### src/rtl/parking_pkg.sv
// Shared command encoding, FSM state type and blocked-pattern lookup for the parking sensor blocks.
package parking_pkg;

  typedef enum logic [1:0] {
    CMD_ENTER       = 2'b00,
    CMD_EXIT        = 2'b01,
    CMD_ENTER_ABORT = 2'b10,
    CMD_EXIT_ABORT  = 2'b11
  } cmd_e;

  typedef enum logic [2:0] {
    ST_IDLE = 3'd0,
    ST_PH1  = 3'd1,
    ST_PH2  = 3'd2,
    ST_PH3  = 3'd3,
    ST_GAP  = 3'd4
  } state_e;

  // Blocked beams {a,b} (1 = blocked). cmd[0] selects the direction: 0 = A first, 1 = B first.
  function automatic logic [1:0] blocked_pattern(input state_e st, input cmd_e c);
    logic b_first;
    logic [1:0] pat;
    b_first = c[0];
    case (st)
      ST_PH1:  pat = b_first ? 2'b01 : 2'b10;
      ST_PH2:  pat = 2'b11;
      ST_PH3:  pat = b_first ? 2'b10 : 2'b01;
      default: pat = 2'b00;
    endcase
    return pat;
  endfunction

endpackage

### src/rtl/sensor_pattern_gen_phase_timer.sv
// Loadable down-counter; expire_c flags the last cycle of a loaded interval and the count stops at zero.
module phase_timer #(
  parameter int unsigned W = 4
) (
  input  logic         clk,
  input  logic         reset,
  input  logic         load,
  input  logic [W-1:0] load_val,
  output logic [W-1:0] count,
  output logic         expire_c
);

  always_ff @(posedge clk or negedge reset) begin
    if (!reset) begin
      count <= '0;
    end else if (load) begin
      count <= load_val;
    end else if (count != '0) begin
      count <= count - W'(1);
    end
  end

  assign expire_c = (count == W'(1));

endmodule

### src/rtl/sensor_pattern_gen.sv
// Emulates the two active-low beam sensors of a parking gate for ENTER/EXIT and their aborted variants.
module sensor_pattern_gen
  import parking_pkg::*;
#(
  parameter int unsigned HOLD_CYCLES = 8,
  parameter int unsigned GAP_CYCLES  = 4
) (
  input  logic       clk,
  input  logic       reset,
  input  logic       req_valid,
  input  logic [1:0] cmd,
  output logic       req_ready,
  output logic       sensor_a,
  output logic       sensor_b,
  output logic       busy,
  output logic       done
);

  localparam int unsigned MAX_CYCLES = (HOLD_CYCLES > GAP_CYCLES) ? HOLD_CYCLES : GAP_CYCLES;
  localparam int unsigned TW         = $clog2(MAX_CYCLES + 1);
  localparam logic [TW-1:0] HOLD_LD  = TW'(HOLD_CYCLES);
  localparam logic [TW-1:0] GAP_LD   = TW'(GAP_CYCLES);

  state_e          state_q, state_d;
  cmd_e            cmd_q, cmd_d;
  logic            tmr_load;
  logic [TW-1:0]   tmr_val;
  logic [TW-1:0]   tmr_count;
  logic            tmr_expire;
  logic [1:0]      blk_d;
  logic            busy_d, done_d, ready_d;

  phase_timer #(.W(TW)) u_timer (
    .clk      (clk),
    .reset    (reset),
    .load     (tmr_load),
    .load_val (tmr_val),
    .count    (tmr_count),
    .expire_c (tmr_expire)
  );

  // Next state, timer control and next-cycle output values.
  always_comb begin
    state_d  = state_q;
    cmd_d    = cmd_q;
    tmr_load = 1'b0;
    tmr_val  = HOLD_LD;
    case (state_q)
      ST_IDLE: begin
        if (req_valid && req_ready) begin
          state_d  = ST_PH1;
          cmd_d    = cmd_e'(cmd);
          tmr_load = 1'b1;
        end
      end
      ST_PH1: begin
        if (tmr_expire) begin
          tmr_load = 1'b1;
          if (cmd_q[1]) begin
            state_d = ST_GAP;
            tmr_val = GAP_LD;
          end else begin
            state_d = ST_PH2;
          end
        end
      end
      ST_PH2: begin
        if (tmr_expire) begin
          state_d  = ST_PH3;
          tmr_load = 1'b1;
        end
      end
      ST_PH3: begin
        if (tmr_expire) begin
          state_d  = ST_GAP;
          tmr_load = 1'b1;
          tmr_val  = GAP_LD;
        end
      end
      ST_GAP: begin
        if (tmr_expire) begin
          state_d = ST_IDLE;
        end
      end
      default: state_d = ST_IDLE;
    endcase

    blk_d   = blocked_pattern(state_d, cmd_d);
    busy_d  = (state_d != ST_IDLE);
    ready_d = (state_d == ST_IDLE);
    // The coming GAP cycle is the last one when the count it will hold is 1.
    done_d  = (state_d == ST_GAP) &&
              (tmr_load ? (GAP_CYCLES == 32'd1) : (32'(tmr_count) == 32'd2));
  end

  always_ff @(posedge clk or negedge reset) begin
    if (!reset) begin
      state_q   <= ST_IDLE;
      cmd_q     <= CMD_ENTER;
      sensor_a  <= 1'b1;
      sensor_b  <= 1'b1;
      busy      <= 1'b0;
      done      <= 1'b0;
      req_ready <= 1'b1;
    end else begin
      state_q   <= state_d;
      cmd_q     <= cmd_d;
      sensor_a  <= ~blk_d[1];
      sensor_b  <= ~blk_d[0];
      busy      <= busy_d;
      done      <= done_d;
      req_ready <= ready_d;
    end
  end

endmodule

### config.mk
export PLATFORM = sky130hd
export DESIGN_NAME = sensor_pattern_gen
export DESIGN_NICKNAME = d
export VERILOG_FILES = /design/src/rtl/parking_pkg.sv /design/src/rtl/sensor_pattern_gen_phase_timer.sv /design/src/rtl/sensor_pattern_gen.sv
export SDC_FILE = /design/constraint.sdc
export NUM_CORES = 1
export LEC_CHECK = 0
export BUFFER_PORTS_ARGS = -buffer_cell sky130_fd_sc_hd__buf_2
export CAP_MARGIN = 10
export CORE_ASPECT_RATIO = 0.9
export CORE_MARGIN = 1.5
export CORE_UTILIZATION = 40
export CTS_CLUSTER_SIZE = 24
export DETAILED_ROUTE_END_ITERATION = 12
export PLACE_DENSITY = 0.66
export SYNTH_ARGS = -nofsm -noshare
export SYNTH_HDL_FRONTEND = slang
export SYNTH_SLANG_ARGS = --single-unit
### constraint.sdc
create_clock -name clk -period 1.7 [get_ports clk]
set_clock_uncertainty 0.15 [all_clocks]
set_input_delay 0.17 -clock clk [delete_from_list [all_inputs] [get_ports clk]]
set_output_delay 0.17 -clock clk [all_outputs]
set_load 0.005 [all_outputs]
==> summary.md, run 1 <==
| Metric | Value |
|---|---|
| Outcome | `finished, violations left` |
| Violated checks | `setup timing` |
| Root Driver | `clkbuf_4` |
| CTS buffer count | `3` |
| Final setup vio count | `6` |
| Setup Crit Path Kind | `flip-flop to flip-flop` |
| Worst Setup Start Kind | `flip-flop` |
| Hold path endpoint | `cmd_q[0]` |
| DP Wirelength | `1140 um` |
| Detailed router's first-iteration violation count | `5` |
| Die area | `2260 um2` |
| Vias post-DR | `640` |
| Max_cap viols | `0` |
| Achievable Freq | `roughly 0.54 GHz` |
| Switching Share | `0.364` |
| Die H | `roughly 45 um` |
| Async SR Flop Fraction | `1.00` |
| Worst hold slack | `around 5.7 ps` |
| HP Start | `cmd[0]` |
| Sequential area share after synthesis | `0.446` |
| Overall routing resource usage | `0.161` |
| Initial Utilization | `0.419` |
| Mapped Cells | `69` |
| Syn nets | `78` |
| Hold depth | `3` |
| Clock Latency Late Sink | `between 200 and 300 ps` |
| Multi-input gate area | `between 400 and 500 um2` |
| IO buf count | `9` |
| Clock power share | `0.092` |
| Fin nets | `approximately 110` |
| Initial antenna violation count | `0` |
| Clock slew at reported path FFs | `~90 ps` |
| Combinational power share | `0.623` |
| Synthesized flop and latch total | `14` |
| Arrival time at the worst endpoint | `approximately 1900 ps` |
| Hold Fails Final Rpt | `0` |
| First-pass GRT wire length | `2690 um` |
| Ys Warns | `0` |
| Area Growth Syn to Fin | `44.1%` |
| Static leakage | `between 0.0005 and 0.0006 uW` |
| Worst setup margin | `-150 ps` |
| DRC viols | `0` |
| Power, Total | `approximately 2200 uW` |
| Register Area | `~350 um2` |
| CTS tree | `done` |
| Fin crit share | `1.09` |
| CP Capture Type | `flip-flop` |
| Critical register-to-register path startpoint | `u_timer.count[1]` |
| EDFF count, synth | `0` |
| Final Critical Period | `about 1800 ps` |
| Max-slew headroom | `0.783` |
| Final Max Tran Viols | `0` |
| Post-Syn Area | `795 um2` |
| Synth unique cells | `38` |
| Worst Hold Class | `input pin to flip-flop` |
| Vias in the first global route | `between 500 and 600` |
| Largest net degree at the start of global routing | `15` |
| Main synth FF type | `dfrtp_1` |
| ANT cells | `0` |
| Routed wire length | `1570 um` |
| Dpl ws | `-165 ps` |
| Fillcell total | `~160` |
| Core box area | `between 1500 and 2000 um2` |
| Pwr dens | `around 1900 nW/um2` |
| Total grt overflow | `0` |
| Via-to-Cell Ratio | `just over 5` |
| Sequential power share | `0.285` |
| WL/cell | `approximately 12 um` |
| Maximum buffer depth of the clock tree | `2` |
| Worst R2R Setup Slack | `-150 ps` |
| ANT nets after route | `0` |
| Worst-path fanout max | `3` |
| Syn_area_per_cell | `about 12 um2` |
| Req. time, crit path | `about 1800 ps` |
| RR Endpoint | `sensor_a` |
| R2r worst-path depth | `6` |
| NetSw | `roughly 800 uW` |
| I/O pin cnt | `10` |
| P_int | `approximately 1400 uW` |
| DRT Pass-1 Iters | `3` |
| Die X | `50.0 um` |
| Slew @ Worst Pin | `325 ps` |
| Maximum VDD drop | `around 1 mV` |
| Clk sinks | `14` |
| Htree depth | `1` |
| Site Rows | `15` |
| RSZ-0062 raised after global routing | `true` |
| GP Congestion | `between 0.7 and 0.8` |
| Layout cells sized above 1 | `0.598` |
[worst max path at each step]
stage,from,endpoint,slack [ps],cells after the start
final,u_timer.count[1],sensor_a,-150,6
after global routing,u_timer.count[1],sensor_a,-240,6
after CTS,u_timer.count[1],sensor_a,-180,6
after detailed placement,u_timer.count[1],sensor_a,-170,6
after global placement,u_timer.count[1],sensor_a,-140,6
after floorplan,u_timer.count[1],sensor_a,-90,6
[cells in the final DEF, fill, tap and decap left out, types with 3 or more instances in the layout]
cell type  instances
dfstp_2            3
buf_4             15
buf_2              9
inv_1              3
buf_6              4
dfrtp_1           11
clkbuf_4           3
[stage by stage]
stage / instances / utilization / TNS [ps] / cell area (um2)
floorplan: 69 / - / -108 / 816
detailed placement: 116 / 0.520 / -332 / 986
global placement: 116 / 0.520 / -269 / 986
finish: 127 / 0.604 / -448 / 1140
CTS: 124 / 0.569 / -422 / 1080
global route: 127 / 0.604 / -927 / 1140
[worst max-delay path, stage by stage, from the launching register on]
cell and delay (ps):
dfrtp_1 390, inv_2 80, ha_4 110, or3b_4 400, mux2i_2 190, a211oi_2 250, mux2i_1 210
[cells by family (layout without fill, tap and decap cells)]
kind of cell,Yosys count,count (layout),synth area share
AND/OR/NAND/NOR,25,25,0.217
AO/OA/AOI/OAI,14,14,0.161
flip-flops,14,14,0.446
buffers and inverters,6,39,0.0378
adder cells (fa/ha/maj),4,4,0.0630
multiplexers,4,4,0.0535
XOR/XNOR,2,2,0.0221
[cell usage after synthesis (2+ instances only)]
master,n,area [um2]
and2b_2,2,17.5
dfstp_2,3,78.8
a211oi_1,2,15.0
nand2_1,3,11.3
dfrtp_1,11,275
mux2i_1,2,20.0
or3_1,2,12.5
xnor2_1,2,17.5
inv_1,5,18.8
nand3_1,3,15.0
ha_1,4,50.1
nor2_1,3,11.3
nor3_1,2,10.0
[cell type report]
type / count / area share
Clock buffer: 4 / 0.0230
Inverter: 5 / 0.0164
Multi-Input combinational cell: 49 / 0.430
Sequential cell: 14 / 0.309
Tap cell: 25 / 0.0273
Timing Repair Buffer: 30 / 0.195
[sequential cells by signal (all words and copies together), names as in the netlist]
name,cells
u_timer.count,4
sensor_a,1
done,1
state_q,3
busy,1
cmd_q,2
sensor_b,1
req_ready,1
[timing repair]
action | CTS | global route
pin swaps | 6 | 5
endpoints found under the hold margin | 15 | 0
setup buffers | 2 | 3
setup endpoints to repair | 6 | 10
resized for setup | 7 | 10
gates cloned | 0 | 0
hold buffers | 2 | 0
[metal layers]
metal	vias up	GRT usage	share of wire
li1	318	-	-
met1	310	0.229	0.49
met2	9	0.242	0.46
met3	3	0.0497	0.038
met4	0	0.0333	0.010
met5	-	0	0
[power by group through the flow]
stage	logic, uW	clock network, uW	registers (uW)
final	1340	198	614
after global routing	1480	217	634
after CTS	1220	203	616
after detailed placement	1110	0	620
after global placement	1090	0	617
after floorplan	672	0	650
Note: power is estimated with default switching activity, not from simulation.
==> inputs of run 2 (changes only) <==
--- a/config.mk
+++ b/config.mk
@@ -6,7 +6,7 @@
 export NUM_CORES = 1
 export LEC_CHECK = 0
 export BUFFER_PORTS_ARGS = -buffer_cell sky130_fd_sc_hd__buf_2
-export CAP_MARGIN = 10
+export CAP_MARGIN = 30
 export CORE_ASPECT_RATIO = 0.9
 export CORE_MARGIN = 1.5
 export CORE_UTILIZATION = 40
==> constraint.sdc (replaced) <==
create_clock -name clk -period 1.7 [get_ports clk]
set_clock_uncertainty 0.15 [all_clocks]
set_input_delay 0.255 -clock clk [delete_from_list [all_inputs] [get_ports clk]]
set_output_delay 0.255 -clock clk [all_outputs]
set_load 0.005 [all_outputs]
==> run 2 against run 1 <==
The run still ends with setup timing left. Setup slack about the same. Critical path type unchanged. Die area unchanged. First-iteration DRC count unchanged.
==> summary.md, run 2 (synthesis results as in run 1) <==
| Metric | Value |
|---|---|
| Final setup vio count | `6 (unchanged)` |
| Setup Crit Path Kind | `flip-flop to flip-flop` |
| Top reg by flops | `u_timer.count` |
| Clock slew at reported path FFs | `70 ps (-20 ps)` |
| Final Critical Period | `1850 ps (+0.0120 ps)` |
| Initial antenna violation count | `0 (unchanged)` |
| Switching Share | `0.365 (about the same)` |
| Fin util | `0.599 (-0.00528)` |
| Fillcell total | `159 (+0.63%)` |
| Die H | `45.3 um (unchanged)` |
| Hold Fails Final Rpt | `0 (unchanged)` |
| Clk sinks | `14 (unchanged)` |
| Vias in the first global route | `583 (unchanged)` |
| Violated checks | `setup timing` |
| Most common cell after layout, fill and taps aside | `buf_4` |
| Max reg flops | `4 (unchanged)` |
| Placed Cells | `116 (unchanged)` |
| Root Driver | `clkbuf_4` |
| P_int | `1370 uW (-0.11%)` |
| Achievable Freq | `0.541 GHz (about the same)` |
| Largest net degree at the start of global routing | `15 (unchanged)` |
| DRC viols | `0 (unchanged)` |
| Clock Latency Late Sink | `290 ps (about the same)` |
| Largest registers | `u_timer.count (4), state_q (3), cmd_q (2)` |
| Maximum buffer depth of the clock tree | `2 (unchanged)` |
| CTS buffer count | `3 (unchanged)` |
| Outcome | `finished, violations left` |
| Clock power share | `0.092 (about the same)` |
| Worst Hold Class | `input pin to flip-flop` |
| Die area | `2260 um2 (unchanged)` |
| Total grt overflow | `0 (unchanged)` |
| DP Wirelength | `1140 um (unchanged)` |
| Worst setup margin | `-150 ps (-0.0120 ps)` |
| Arrival time at the worst endpoint | `1910 ps (about the same)` |
| Power, Total | `2150 uW (about the same)` |
| Vias post-DR | `634 (-0.94%)` |
| Max-slew headroom | `0.783 (unchanged)` |
| IO buf count | `9 (unchanged)` |
| Slew @ Worst Pin | `325 ps (unchanged)` |
| Fin nets | `111 (-0.89%)` |
| Fin cells | `126 (-0.79%)` |
| Layout cells sized above 1 | `0.604 (+0.00592)` |
| Final Max Tran Viols | `0 (unchanged)` |
| Site Rows | `15 (unchanged)` |
| CP Capture Type | `flip-flop` |
| Fin crit share | `1.09 (about the same)` |
| Routed wire length | `1570 um (-0.19%)` |
| Initial Utilization | `0.419 (unchanged)` |
| Area Growth Syn to Fin | `42.8%` |
| First-pass GRT wire length | `2690 um (unchanged)` |
| Worst Setup Start Kind | `flip-flop` |
| ANT cells | `0 (unchanged)` |
| DRT Pass-1 Iters | `3 (unchanged)` |
| Setup TNS | `-448 ps (+0.0640 ps)` |
| Register Area | `354 um2 (unchanged)` |
| ANT nets after route | `0 (unchanged)` |
| Core box area | `1900 um2 (unchanged)` |
| Overall routing resource usage | `0.161 (unchanged)` |
| Req. time, crit path | `1760 ps (about the same)` |
| I/O pin cnt | `10 (unchanged)` |
| Maximum VDD drop | `1.02 mV (about the same)` |
| NetSw | `784 uW (about the same)` |
| Detailed router's first-iteration violation count | `5 (unchanged)` |
| Worst-path fanout max | `3 (unchanged)` |
| Most frequent cells in the layout | `15 x buf_4, 11 x dfrtp_1, 9 x buf_2` |
| Static leakage | `0.000519 uW (-0.80%)` |
| CTS tree | `done` |
| WL/cell | `12.5 um (+0.60%)` |
| Multi-input gate area | `492 um2 (unchanged)` |
| Die X | `50.0 um (unchanged)` |
| RSZ-0062 raised after global routing | `true` |
| Combinational power share | `0.623 (about the same)` |
| GP Congestion | `0.746 (unchanged)` |
| Htree depth | `1 (unchanged)` |
| Pwr dens | `1900 nW/um2 (+0.80%)` |
| Via-to-Cell Ratio | `5.03 (-0.15%)` |
| Max_cap viols | `0 (unchanged)` |
| Sequential power share | `0.286 (about the same)` |
[run 2: timing repair]
item                                    4_1_cts  5_1_grt
resized for setup                             7       10
endpoints found under the hold margin        14        0
endpoints found under the setup margin        6       10
pin swaps                                     6        5
buffers inserted                              2        3
hold buffers                                  1        0
[run 2: layer usage]
layer,vias to the layer above,routed length [um],part of all wire,track usage
li1,316,-,-,-
met4,0,16,0.010,0.0333
met1,306,774,0.49,0.229
met5,-,0,0,0
met3,3,61,0.039,0.0497
met2,9,718,0.46,0.242
[run 2: worst paths after layout]
path	startpoint	end	slack, ps	depth (start not counted)
max	u_timer.count[1]	sensor_a	-150	6
max in group asynchronous	reset	sensor_b	870	2
min reg2reg	cmd_q[1]	cmd_q[1]	380	1
min in group asynchronous	reset	done	230	2
max reg2reg	u_timer.count[1]	sensor_a	-150	6
min	cmd[1]	cmd_q[1]	40	2
[run 2: power groups by stage]
stage	clock, uW	sequential (uW)	combinational (uW)
finish	198	614	1340
global route	217	634	1480
CTS	203	616	1220
detailed placement	0	620	1110
global placement	0	617	1090
floorplan	0	650	672
[run 2: final cells by class]
class / instances / share of cell area
Multi-Input combinational cell: 49 / 0.433
Sequential cell: 14 / 0.312
Timing Repair Buffer: 29 / 0.187
Tap cell: 25 / 0.0276
Clock buffer: 4 / 0.0232
Inverter: 5 / 0.0165
[run 2: through the flow]
step / hold slack [ps] / worst slack, ps / area (um2)
CTS: 35.0 / -182 / 1070
detailed placement: 20.9 / -165 / 986
global placement: 15.0 / -138 / 986
floorplan: -191 / -90.0 / 816
finish: 35.6 / -150 / 1130
global route: 49.8 / -239 / 1130
[run 2: worst max-delay path, cell delays in order, from the launching register on]
cell and delay (ps):
dfrtp_1 390, inv_2 80, ha_4 110, or3b_4 400
mux2i_2 190, a211oi_2 250, mux2i_1 210
==> inputs of run 3 (changes only) <==
--- a/config.mk
+++ b/config.mk
@@ -12,7 +12,7 @@
 export CORE_UTILIZATION = 40
 export CTS_CLUSTER_SIZE = 24
 export DETAILED_ROUTE_END_ITERATION = 12
-export PLACE_DENSITY = 0.66
+export PLACE_DENSITY = 0.61
 export SYNTH_ARGS = -nofsm -noshare
 export SYNTH_HDL_FRONTEND = slang
 export SYNTH_SLANG_ARGS = --single-unit
==> run 3 against run 2 <==
The run still ends with setup timing left. Die area unchanged. Combinational power up 4%. Routed wire length up 8.0%. Via count up 2.5%. Global-route usage about the same. Sequential share of layout area up 0.28 points. Critical path depth unchanged. Largest cell class unchanged.
==> summary.md, run 3 (synthesis results as in run 1) <==
| Metric | Value |
|---|---|
| Worst-path fanout max | `4 (+1)` |
| Final Max Tran Viols | `0 (unchanged)` |
| DRT Pass-1 Iters | `4 (+1)` |
| Hold Fails Final Rpt | `0 (unchanged)` |
| WL/cell | `13.6 um (+8.8%)` |
| Max-slew headroom | `0.793 (+0.0100)` |
| Via-to-Cell Ratio | `5.20 (+3.3%)` |
| Violated checks | `setup timing` |
| Dpl ws | `-157 ps (+7.77 ps)` |
| Cell area after layout | `1120 um2 (-0.88%)` |
| First-pass GRT wire length | `2640 um (-2.1%)` |
| Worst path buffer plus inverter count | `1 (unchanged)` |
| Final Critical Period | `1860 ps (+7.22 ps)` |
| Fin nets | `110 (-0.90%)` |
| Slew @ Worst Pin | `306 ps (-18.5 ps)` |
| Clk sinks | `14 (unchanged)` |
| Outcome | `finished, violations left` |
| Largest net degree at the start of global routing | `15 (unchanged)` |
| Area Growth Syn to Fin | `41.6%` |
| Static leakage | `0.000516 uW (-0.59%)` |
| Critical path's slowest cell | `dfrtp_1` |
| Total grt overflow | `0 (unchanged)` |
| RSZ-0062 raised after global routing | `true` |
| Root Driver | `clkbuf_4` |
| Fin crit share | `1.09 (+0.00425)` |
| Maximum VDD drop | `1.05 mV (+2.6%)` |
| Most frequent cells in the layout | `16 x buf_4, 11 x dfrtp_1, 9 x buf_2` |
| Routed wire length | `1700 um (+8.0%)` |
| DRC viols | `0 (unchanged)` |
| Worst R2R Setup Slack | `-160 ps (about the same)` |
| Crit-path leading delay family | `multiplexers` |
| Die area | `2260 um2 (unchanged)` |
| Overall routing resource usage | `0.161 (about the same)` |
| Htree depth | `1 (unchanged)` |
| I/O pin cnt | `10 (unchanged)` |
| Final setup vio count | `6 (unchanged)` |
| CTS buffer count | `3 (unchanged)` |
| Max reg flops | `4 (unchanged)` |
| Achievable Freq | `0.539 GHz (-0.39%)` |
| Worst setup margin | `-157 ps (-7.22 ps)` |
| Site Rows | `15 (unchanged)` |
| Worst Hold Class | `input pin to flip-flop` |
| IO buf count | `9 (unchanged)` |
| Vias in the first global route | `599 (+2.7%)` |
| Die X | `50.0 um (unchanged)` |
| Vias post-DR | `650 (+2.5%)` |
| CTS tree | `done` |
| DP Wirelength | `1180 um (+3.9%)` |
| Power, Total | `2240 uW (+4.2%)` |
| Maximum buffer depth of the clock tree | `2 (unchanged)` |
| Dpl cell area | `978 um2 (-0.76%)` |
| Initial antenna violation count | `0 (unchanged)` |
| Cells along the critical path | `inv_2 > ha_4 > or3b_4 > mux2i_2 > a211oi_2 > mux2i_1` |
| Detailed router's first-iteration violation count | `11 (+6)` |
| Multi-input gate area | `484 um2 (-1.5%)` |
| Register Area | `354 um2 (unchanged)` |
| Req. time, crit path | `1750 ps (about the same)` |
| CP Capture Type | `flip-flop` |
| Largest registers | `u_timer.count (4), state_q (3), cmd_q (2)` |
| Most common cell after layout, fill and taps aside | `buf_4` |
| Arrival time at the worst endpoint | `1910 ps (about the same)` |
| Max_cap viols | `0 (unchanged)` |
| Initial Utilization | `0.419 (unchanged)` |
| Top reg by flops | `u_timer.count` |
| ANT nets after route | `0 (unchanged)` |
| Core box area | `1900 um2 (unchanged)` |
| ANT cells | `0 (unchanged)` |
| Pwr dens | `1990 nW/um2 (+5.1%)` |
| CP max stage delay | `410 ps (about the same)` |
| Setup Crit Path Kind | `flip-flop to flip-flop` |
| Worst Setup Start Kind | `flip-flop` |
| Layout cells sized above 1 | `0.580 (-0.0240)` |
| Die H | `45.3 um (unchanged)` |
| Fillcell total | `158 (-0.63%)` |
| Clock Latency Late Sink | `280 ps (about the same)` |
| Clock slew at reported path FFs | `80 ps (about the same)` |
| GP Congestion | `0.700 (-6.2%)` |
run 3: final timing paths:
kind	depth (start not counted)	startpoint	end
setup / recovery	6	u_timer.count[1]	sensor_a
hold / removal	2	cmd[1]	cmd_q[1]
setup reg to reg	6	u_timer.count[1]	sensor_a
hold reg to reg	1	cmd_q[1]	cmd_q[1]
max in group asynchronous	2	reset	sensor_a
min in group asynchronous	2	reset	u_timer.count[2]
run 3: layout make-up:
type | instances | area share
Multi-Input combinational cell | 49 | 0.430
Sequential cell | 14 | 0.315
Timing Repair Buffer | 28 | 0.176
Clock buffer | 4 | 0.0323
Tap cell | 25 | 0.0278
Inverter | 5 | 0.0189
run 3: through the flow:
step                instances  TNS, ps   util  hold slack [ps]
floorplan                  69     -108      -             -191
global placement          115     -284  0.516             12.9
detailed placement        115     -323  0.516             22.5
CTS                       121     -299  0.552             28.4
global route              125     -762  0.593             25.5
finish                    125     -385  0.593             36.4
run 3: timing repair:
| action | 4_1_cts | 5_1_grt |
|---|---|---|
| hold endpoints to repair | 14 | 0 |
| resized for setup | 3 | 11 |
| buffers inserted | 1 | 4 |
| hold buffers | 1 | 0 |
| pin swaps | 2 | 4 |
| cloned | 0 | 0 |
| endpoints found under the setup margin | 6 | 7 |
run 3: routing by layer:
metal,GRT usage,share of wire,wire [um]
met5,0,0,0
met4,0.0500,0.0071,12
met3,0.0497,0.050,85
met2,0.258,0.45,761
met1,0.210,0.49,835
run 3: where the power goes:
part           leakage [uW]  total [uW]  internal, uW  switching (uW)
clock network     0.0000210         234           130             103
logic              0.000328        1390           787             604
registers          0.000167         616           515             101
total              0.000516        2240          1430             809
